### src/rtl/alu_pkg.sv
`default_nettype none
// ============================================================================
//  Module   : alu_pkg
//  Purpose  : Shared opcode, select-bit and state encodings for the ALU
//             front-end sequencer and its opcode decoder.
//  Revision : 1.0
// ============================================================================
package alu_pkg;

  // Opcode encodings
  localparam logic [2:0] OP_AND = 3'd0;
  localparam logic [2:0] OP_OR  = 3'd1;
  localparam logic [2:0] OP_XOR = 3'd2;
  localparam logic [2:0] OP_NOT = 3'd3;
  localparam logic [2:0] OP_ADD = 3'd4;
  localparam logic [2:0] OP_SUB = 3'd5;
  localparam logic [2:0] OP_MUL = 3'd6;
  localparam logic [2:0] OP_ILL = 3'd7;

  // Bit positions inside the one-hot multiplexer select
  localparam int SEL_AND = 0;
  localparam int SEL_OR  = 1;
  localparam int SEL_XOR = 2;
  localparam int SEL_NOT = 3;
  localparam int SEL_ADD = 4;
  localparam int SEL_MUL = 5;

  localparam int SEL_W = 6;

  // Sequencer state encoding
  typedef enum logic [1:0] {
    ST_IDLE = 2'd0,
    ST_EXEC = 2'd1,
    ST_MUL  = 2'd2,
    ST_DONE = 2'd3
  } state_t;

endpackage : alu_pkg
`default_nettype wire

### src/rtl/alu_op_decode.sv
`default_nettype none
// ============================================================================
//  Module   : alu_op_decode
//  Purpose  : Combinational opcode decode into one-hot mux select, add/sub
//             control, multiply flag and illegal-opcode flag.
//  Revision : 1.0
// ============================================================================
module alu_op_decode
  import alu_pkg::*;
(
  input  logic [2:0]       opcode,
  output logic [SEL_W-1:0] sel_next,
  output logic             sub_next,
  output logic             is_mul,
  output logic             illegal
);

  // Map each opcode to exactly one select bit; the illegal opcode selects nothing
  always_comb begin
    sel_next = '0;
    sub_next = 1'b0;
    is_mul   = 1'b0;
    illegal  = 1'b0;
    case (opcode)
      OP_AND:  sel_next[SEL_AND] = 1'b1;
      OP_OR:   sel_next[SEL_OR]  = 1'b1;
      OP_XOR:  sel_next[SEL_XOR] = 1'b1;
      OP_NOT:  sel_next[SEL_NOT] = 1'b1;
      OP_ADD:  sel_next[SEL_ADD] = 1'b1;
      OP_SUB: begin
        sel_next[SEL_ADD] = 1'b1;
        sub_next          = 1'b1;
      end
      OP_MUL: begin
        sel_next[SEL_MUL] = 1'b1;
        is_mul            = 1'b1;
      end
      default: illegal = 1'b1;
    endcase
  end

endmodule : alu_op_decode
`default_nettype wire

### src/rtl/alu_op_sequencer.sv
`default_nettype none
// ============================================================================
//  Module   : alu_op_sequencer
//  Purpose  : Accepts an ALU request, drives the one-hot result-mux select for
//             the operation latency, captures the mux output and returns it
//             over a valid/ready result handshake.
//  Revision : 1.0
// ============================================================================
module alu_op_sequencer
  import alu_pkg::*;
#(
  parameter int K        = 7,
  parameter int MULT_LAT = 3
)(
  input  logic             clk,
  input  logic             rst_n,
  input  logic             op_valid,
  output logic             op_ready,
  input  logic [2:0]       opcode,
  input  logic [K-1:0]     a_in,
  input  logic [K-1:0]     b_in,
  output logic [K-1:0]     a_out,
  output logic [K-1:0]     b_out,
  output logic             sub,
  output logic [SEL_W-1:0] sel,
  input  logic [K-1:0]     mux_in,
  output logic             res_valid,
  input  logic             res_ready,
  output logic [K-1:0]     res_data,
  output logic             res_err
);

  // Counter preload: a value of 0 at the first MUL cycle means one MUL cycle
  localparam logic [3:0] MUL_LOAD = 4'(MULT_LAT - 1);

  state_t           state;
  state_t           state_nxt;
  logic [3:0]       counter;
  logic [SEL_W-1:0] dec_sel;
  logic             dec_sub;
  logic             dec_is_mul;
  logic             dec_illegal;
  logic             accept;
  logic             capture;

  alu_op_decode u_decode (
    .opcode   (opcode),
    .sel_next (dec_sel),
    .sub_next (dec_sub),
    .is_mul   (dec_is_mul),
    .illegal  (dec_illegal)
  );

  assign op_ready = (state == ST_IDLE);
  assign accept   = op_valid && op_ready;
  // The mux output is sampled on the last cycle the select is held
  assign capture  = (state == ST_EXEC) || ((state == ST_MUL) && (counter == 4'd0));

  // State register
  always_ff @(posedge clk or negedge rst_n) begin
    if (!rst_n) state <= ST_IDLE;
    else        state <= state_nxt;
  end

  // Next-state decode
  always_comb begin
    state_nxt = state;
    case (state)
      ST_IDLE: begin
        if (accept) begin
          if (dec_illegal)     state_nxt = ST_DONE;
          else if (dec_is_mul) state_nxt = ST_MUL;
          else                 state_nxt = ST_EXEC;
        end
      end
      ST_EXEC: state_nxt = ST_DONE;
      ST_MUL:  if (counter == 4'd0) state_nxt = ST_DONE;
      ST_DONE: if (res_ready) state_nxt = ST_IDLE;
      default: state_nxt = ST_IDLE;
    endcase
  end

  // Operand, select, counter and result registers
  always_ff @(posedge clk or negedge rst_n) begin
    if (!rst_n) begin
      a_out     <= '0;
      b_out     <= '0;
      sub       <= 1'b0;
      sel       <= '0;
      counter   <= 4'd0;
      res_valid <= 1'b0;
      res_data  <= '0;
      res_err   <= 1'b0;
    end else begin
      if (accept) begin
        a_out   <= a_in;
        b_out   <= b_in;
        sub     <= dec_sub;
        sel     <= dec_sel;
        counter <= dec_is_mul ? MUL_LOAD : 4'd0;
        if (dec_illegal) begin
          res_data  <= '0;
          res_err   <= 1'b1;
          res_valid <= 1'b1;
        end
      end
      if ((state == ST_MUL) && (counter != 4'd0)) begin
        counter <= counter - 4'd1;
      end
      if (capture) begin
        res_data  <= mux_in;
        res_err   <= 1'b0;
        sel       <= '0;
        res_valid <= 1'b1;
      end
      if ((state == ST_DONE) && res_ready) begin
        res_valid <= 1'b0;
      end
    end
  end

endmodule : alu_op_sequencer
`default_nettype wire

### config.mk
export PLATFORM = sky130hd
export DESIGN_NAME = alu_op_sequencer
export DESIGN_NICKNAME = d
export VERILOG_FILES = /design/src/rtl/alu_pkg.sv /design/src/rtl/alu_op_decode.sv /design/src/rtl/alu_op_sequencer.sv
export SDC_FILE = /design/constraint.sdc
export NUM_CORES = 1
export LEC_CHECK = 0
export ABC_AREA = 0
export CAP_MARGIN = 15
export CORE_MARGIN = 10
export CORE_UTILIZATION = 30
export DETAILED_ROUTE_END_ITERATION = 10
export GPL_ROUTABILITY_DRIVEN = 0
export PLACE_DENSITY = 0.62
export SYNTH_ARGS = -nofsm -noshare
export SYNTH_HDL_FRONTEND = slang
export SYNTH_SLANG_ARGS = --single-unit
### constraint.sdc
create_clock -name clk -period 2 [get_ports clk]
set_input_delay 0.4 -clock clk [delete_from_list [all_inputs] [get_ports clk]]
set_output_delay 0.4 -clock clk [all_outputs]
set_load 0.01 [all_outputs]
==> impl_results.md <==
* Relative area change from synthesis to final layout at 51.8%
* Arrival time at the worst endpoint at 2.06 ns
* Crit path required time at about 2.2 ns
* Total Neg Setup Slack at 0 ns
* Cell leakage power at 1.07 nW
* Clock insertion delay at the later pin of the skew report at ~0.28 ns
* CTS tree: built
* Number of failing setup endpoints in the final timing report at 0
* Final antenna-violating net count at 0
* Final wirelength at 4280 um
* Largest net degree at the start of global routing at 37
* Leftover overflow at the end of global routing at 0
* Diode count at 0
* Initial Utilization at 31.6%
* Shortest period the worst path allows at roughly 1.9 ns
* GRT Total Usage at 9.82%
* Least-Margin Pin Slew at 0.456 ns
* Max VDD drop at slightly above 0.7 mV
* Wire length of the first global-routing pass at 7000 um
* Yosys cell types at 36
* Worst reg2reg path startpoint: counter[1]
* Sequential share of the synthesized area at 54.8%
* Maximum level of the CTS H-tree at 2
* Number of buffers inserted by port buffering at 58
* I/O pin count at 59
* Cell taking the most area after synthesis: sky130_fd_sc_hd__dfrtp_1
* Post-Syn Area per Cell at 11.7 um^2
* TritonCTS Buffers at 5
* Synth Register Bits at 36
* Crit. End Element: flip-flop
* Top library cells by usage in the layout, fill and taps aside: sky130_fd_sc_hd__clkdlybuf4s50_1 (56), sky130_fd_sc_hd__dfrtp_1 (36), sky130_fd_sc_hd__mux2_2 (14), sky130_fd_sc_hd__inv_1 (13), sky130_fd_sc_hd__nand2_1 (12)
* Clock transition time at the flip-flop clock pins of the worst setup and hold paths at 0.07 ns
* HPWL after detailed placement at around 3200 um
* Finished Cell Area at ~2500 um^2
* Result of the run: complete, no violations
* Setup repair after global routing missed its margin: false
* Maximum frequency from static timing analysis at 530 MHz
* Initial antenna violation count at 0
* Share of cells above drive strength 1 at a little under a fifth
* Netlist area before placement at roughly 1600 um^2
* Vias in the first global route at 1359
* Final number of hold-violating endpoints at 0
* DR iter-0 viols at 47
* Hold buffer count at cts at 0
* Yosys synthesis warning count at 0
* Max cap viols at 0
* Area share of the largest cell type after synthesis at 54.8%
* Final Skew at ~0.0036 ns
* Critical setup path kind: flip-flop to flip-flop
* Most common library cell in the layout ignoring fill and taps: sky130_fd_sc_hd__clkdlybuf4s50_1
* Power density of the placed cells at 1480 nW/um^2
* Final hold slack at 0.151 ns
* Cells after Synth at between 100 and 150
* Number of rows created at floorplan at 26
* Slew Limit Fails at 0
* Final Net Count at 242
* Wire per inst at between 15 and 20 um
* Power Total at roughly 3.7 mW
* Synthesized Nets at 174
* Max transition margin at 69.6%
* Post-place setup slack at 0.0960 ns
* Final Worst Setup Slack at 0.112 ns
* Crit path from: counter[1]
* Maximum clock insertion buffer count at 2
* Core box area at 5200 um^2
* Final critical-path share of the clock period at 94.4%
* Clock root buffer: sky130_fd_sc_hd__clkbuf_8
* Width of the die at between 90 and 100 um
* Placed Instance Area at around 2400 um^2
* Top area cells in the synthesized netlist: sky130_fd_sc_hd__dfrtp_1 (55%), sky130_fd_sc_hd__mux2_2 (9.6%), sky130_fd_sc_hd__ha_1 (4.6%), sky130_fd_sc_hd__o31ai_1 (3.2%), sky130_fd_sc_hd__inv_1 (3.0%)
* Peak fanout along the critical path at 4
* Length of the first detailed-routing pass in iterations at 4
* Clk sinks at 36
* Via total after detailed routing at 1316
* Worst Hold Class: input port to async pin
* Drt via density at 4.72
* Die ar. at between 8000 and 9000 um^2
* Critical Path Source Type: flip-flop
* DRC violations left at 0
* Floorplan die height at 94.0 um
[registers in the layout, indices dropped and copies added, names as in the netlist]
signal     count
res_data       7
counter        4
b_out          7
state          2
res_err        1
sel            6
a_out          7
res_valid      1
sub            1
[kinds of logic (layout without fill, tap and decap cells)]
group / count (synthesis) / after routing / share of synthesized area (%)
AOI/OAI and AO/OA: 31 / 31 / 12.6
adders and majority gates: 6 / 6 / 4.57
and+or+nand+nor: 30 / 30 / 11.3
muxes: 18 / 18 / 12.1
DFF: 36 / 36 / 54.8
buffers and inverters: 19 / 88 / 4.72
[final cells by class]
class | count | area [um^2]
Clock inverter | 3 | 42.5
Tap cell | 70 | 87.6
Multi-Input combinational cell | 85 | 681
Sequential cell | 36 | 901
Clock buffer | 5 | 68.8
Fill cell | 489 | 2710
Inverter | 13 | 48.8
Timing Repair Buffer | 67 | 667
[synth_stat cells]
| cell type | count |
|---|---|
| sky130_fd_sc_hd__a22o_1 | 1 |
| sky130_fd_sc_hd__nand2_1 | 12 |
| sky130_fd_sc_hd__and3b_2 | 1 |
| sky130_fd_sc_hd__and4b_1 | 1 |
| sky130_fd_sc_hd__o31a_1 | 1 |
| sky130_fd_sc_hd__a21oi_1 | 7 |
| sky130_fd_sc_hd__a31oi_1 | 1 |
| sky130_fd_sc_hd__o211ai_1 | 2 |
| sky130_fd_sc_hd__and2_1 | 1 |
| sky130_fd_sc_hd__a222oi_1 | 1 |
| sky130_fd_sc_hd__ha_1 | 6 |
| sky130_fd_sc_hd__mux2i_1 | 3 |
| sky130_fd_sc_hd__nand4b_1 | 2 |
| sky130_fd_sc_hd__buf_2 | 2 |
| sky130_fd_sc_hd__a211oi_1 | 1 |
| sky130_fd_sc_hd__o31a_2 | 1 |
| sky130_fd_sc_hd__or2_1 | 1 |
| sky130_fd_sc_hd__inv_1 | 13 |
| sky130_fd_sc_hd__or3b_4 | 1 |
| sky130_fd_sc_hd__or4b_2 | 1 |
| sky130_fd_sc_hd__clkbuf_1 | 3 |
| sky130_fd_sc_hd__and4bb_4 | 1 |
| sky130_fd_sc_hd__mux2_1 | 1 |
| sky130_fd_sc_hd__o21ba_2 | 1 |
| sky130_fd_sc_hd__nor2b_1 | 1 |
| sky130_fd_sc_hd__mux2_2 | 14 |
| sky130_fd_sc_hd__o21bai_1 | 1 |
| sky130_fd_sc_hd__dfrtp_1 | 36 |
| sky130_fd_sc_hd__and4_1 | 1 |
| sky130_fd_sc_hd__nand3_1 | 1 |
| sky130_fd_sc_hd__o31ai_1 | 7 |
| sky130_fd_sc_hd__nor2_1 | 3 |
| sky130_fd_sc_hd__o21ai_0 | 7 |
| sky130_fd_sc_hd__nand3b_1 | 2 |
| sky130_fd_sc_hd__nor4_1 | 1 |
| sky130_fd_sc_hd__buf_4 | 1 |
[critical path: stages, from the launching register on]
cell,delay [ns]
sky130_fd_sc_hd__dfrtp_1,0.41
sky130_fd_sc_hd__inv_1,0.11
sky130_fd_sc_hd__ha_4,0.15
sky130_fd_sc_hd__or3b_4,0.40
sky130_fd_sc_hd__a222oi_1,0.34
sky130_fd_sc_hd__mux2_1,0.36
[layer usage]
layer | global-route usage, % | vias up | part of all wire (%)
li1 | - | 633 | -
met1 | 12.9 | 624 | 46
met2 | 14.2 | 53 | 44
met3 | 4.24 | 6 | 9.3
met4 | 2.91 | 0 | 1.1
met5 | 0 | - | 0
[through the flow]
stage,util [%],cells
final,48.0,279
after global routing,48.0,279
after CTS,47.4,277
after detailed placement,45.3,269
after floorplan,-,140
after global placement,45.3,269
[report_power, final]
group / internal, mW / switching (mW) / total (mW)
Combinational: 1.07 / 0.772 / 1.84
Sequential: 1.04 / 0.184 / 1.23
Clock: 0.369 / 0.265 / 0.634
Total: 2.48 / 1.22 / 3.70
[final timing paths]
check,end,slack (ns),cells past startpoint
setup / recovery,state[0],0.11,5
max in group asynchronous,a_out[2],1.53,2
hold reg to reg,a_out[2],0.51,1
setup reg to reg,state[0],0.11,5
min in group clk,a_out[2],0.51,1
hold / removal,res_err,0.15,2
[repair_timing]
action,4_1_cts,5_1_grt
buffers inserted,0,2
endpoints found under the hold margin,0,0
gates resized for setup,2,2
pin swaps,0,2
setup endpoints to repair,1,1
Note: power is estimated with default switching activity, not from simulation.
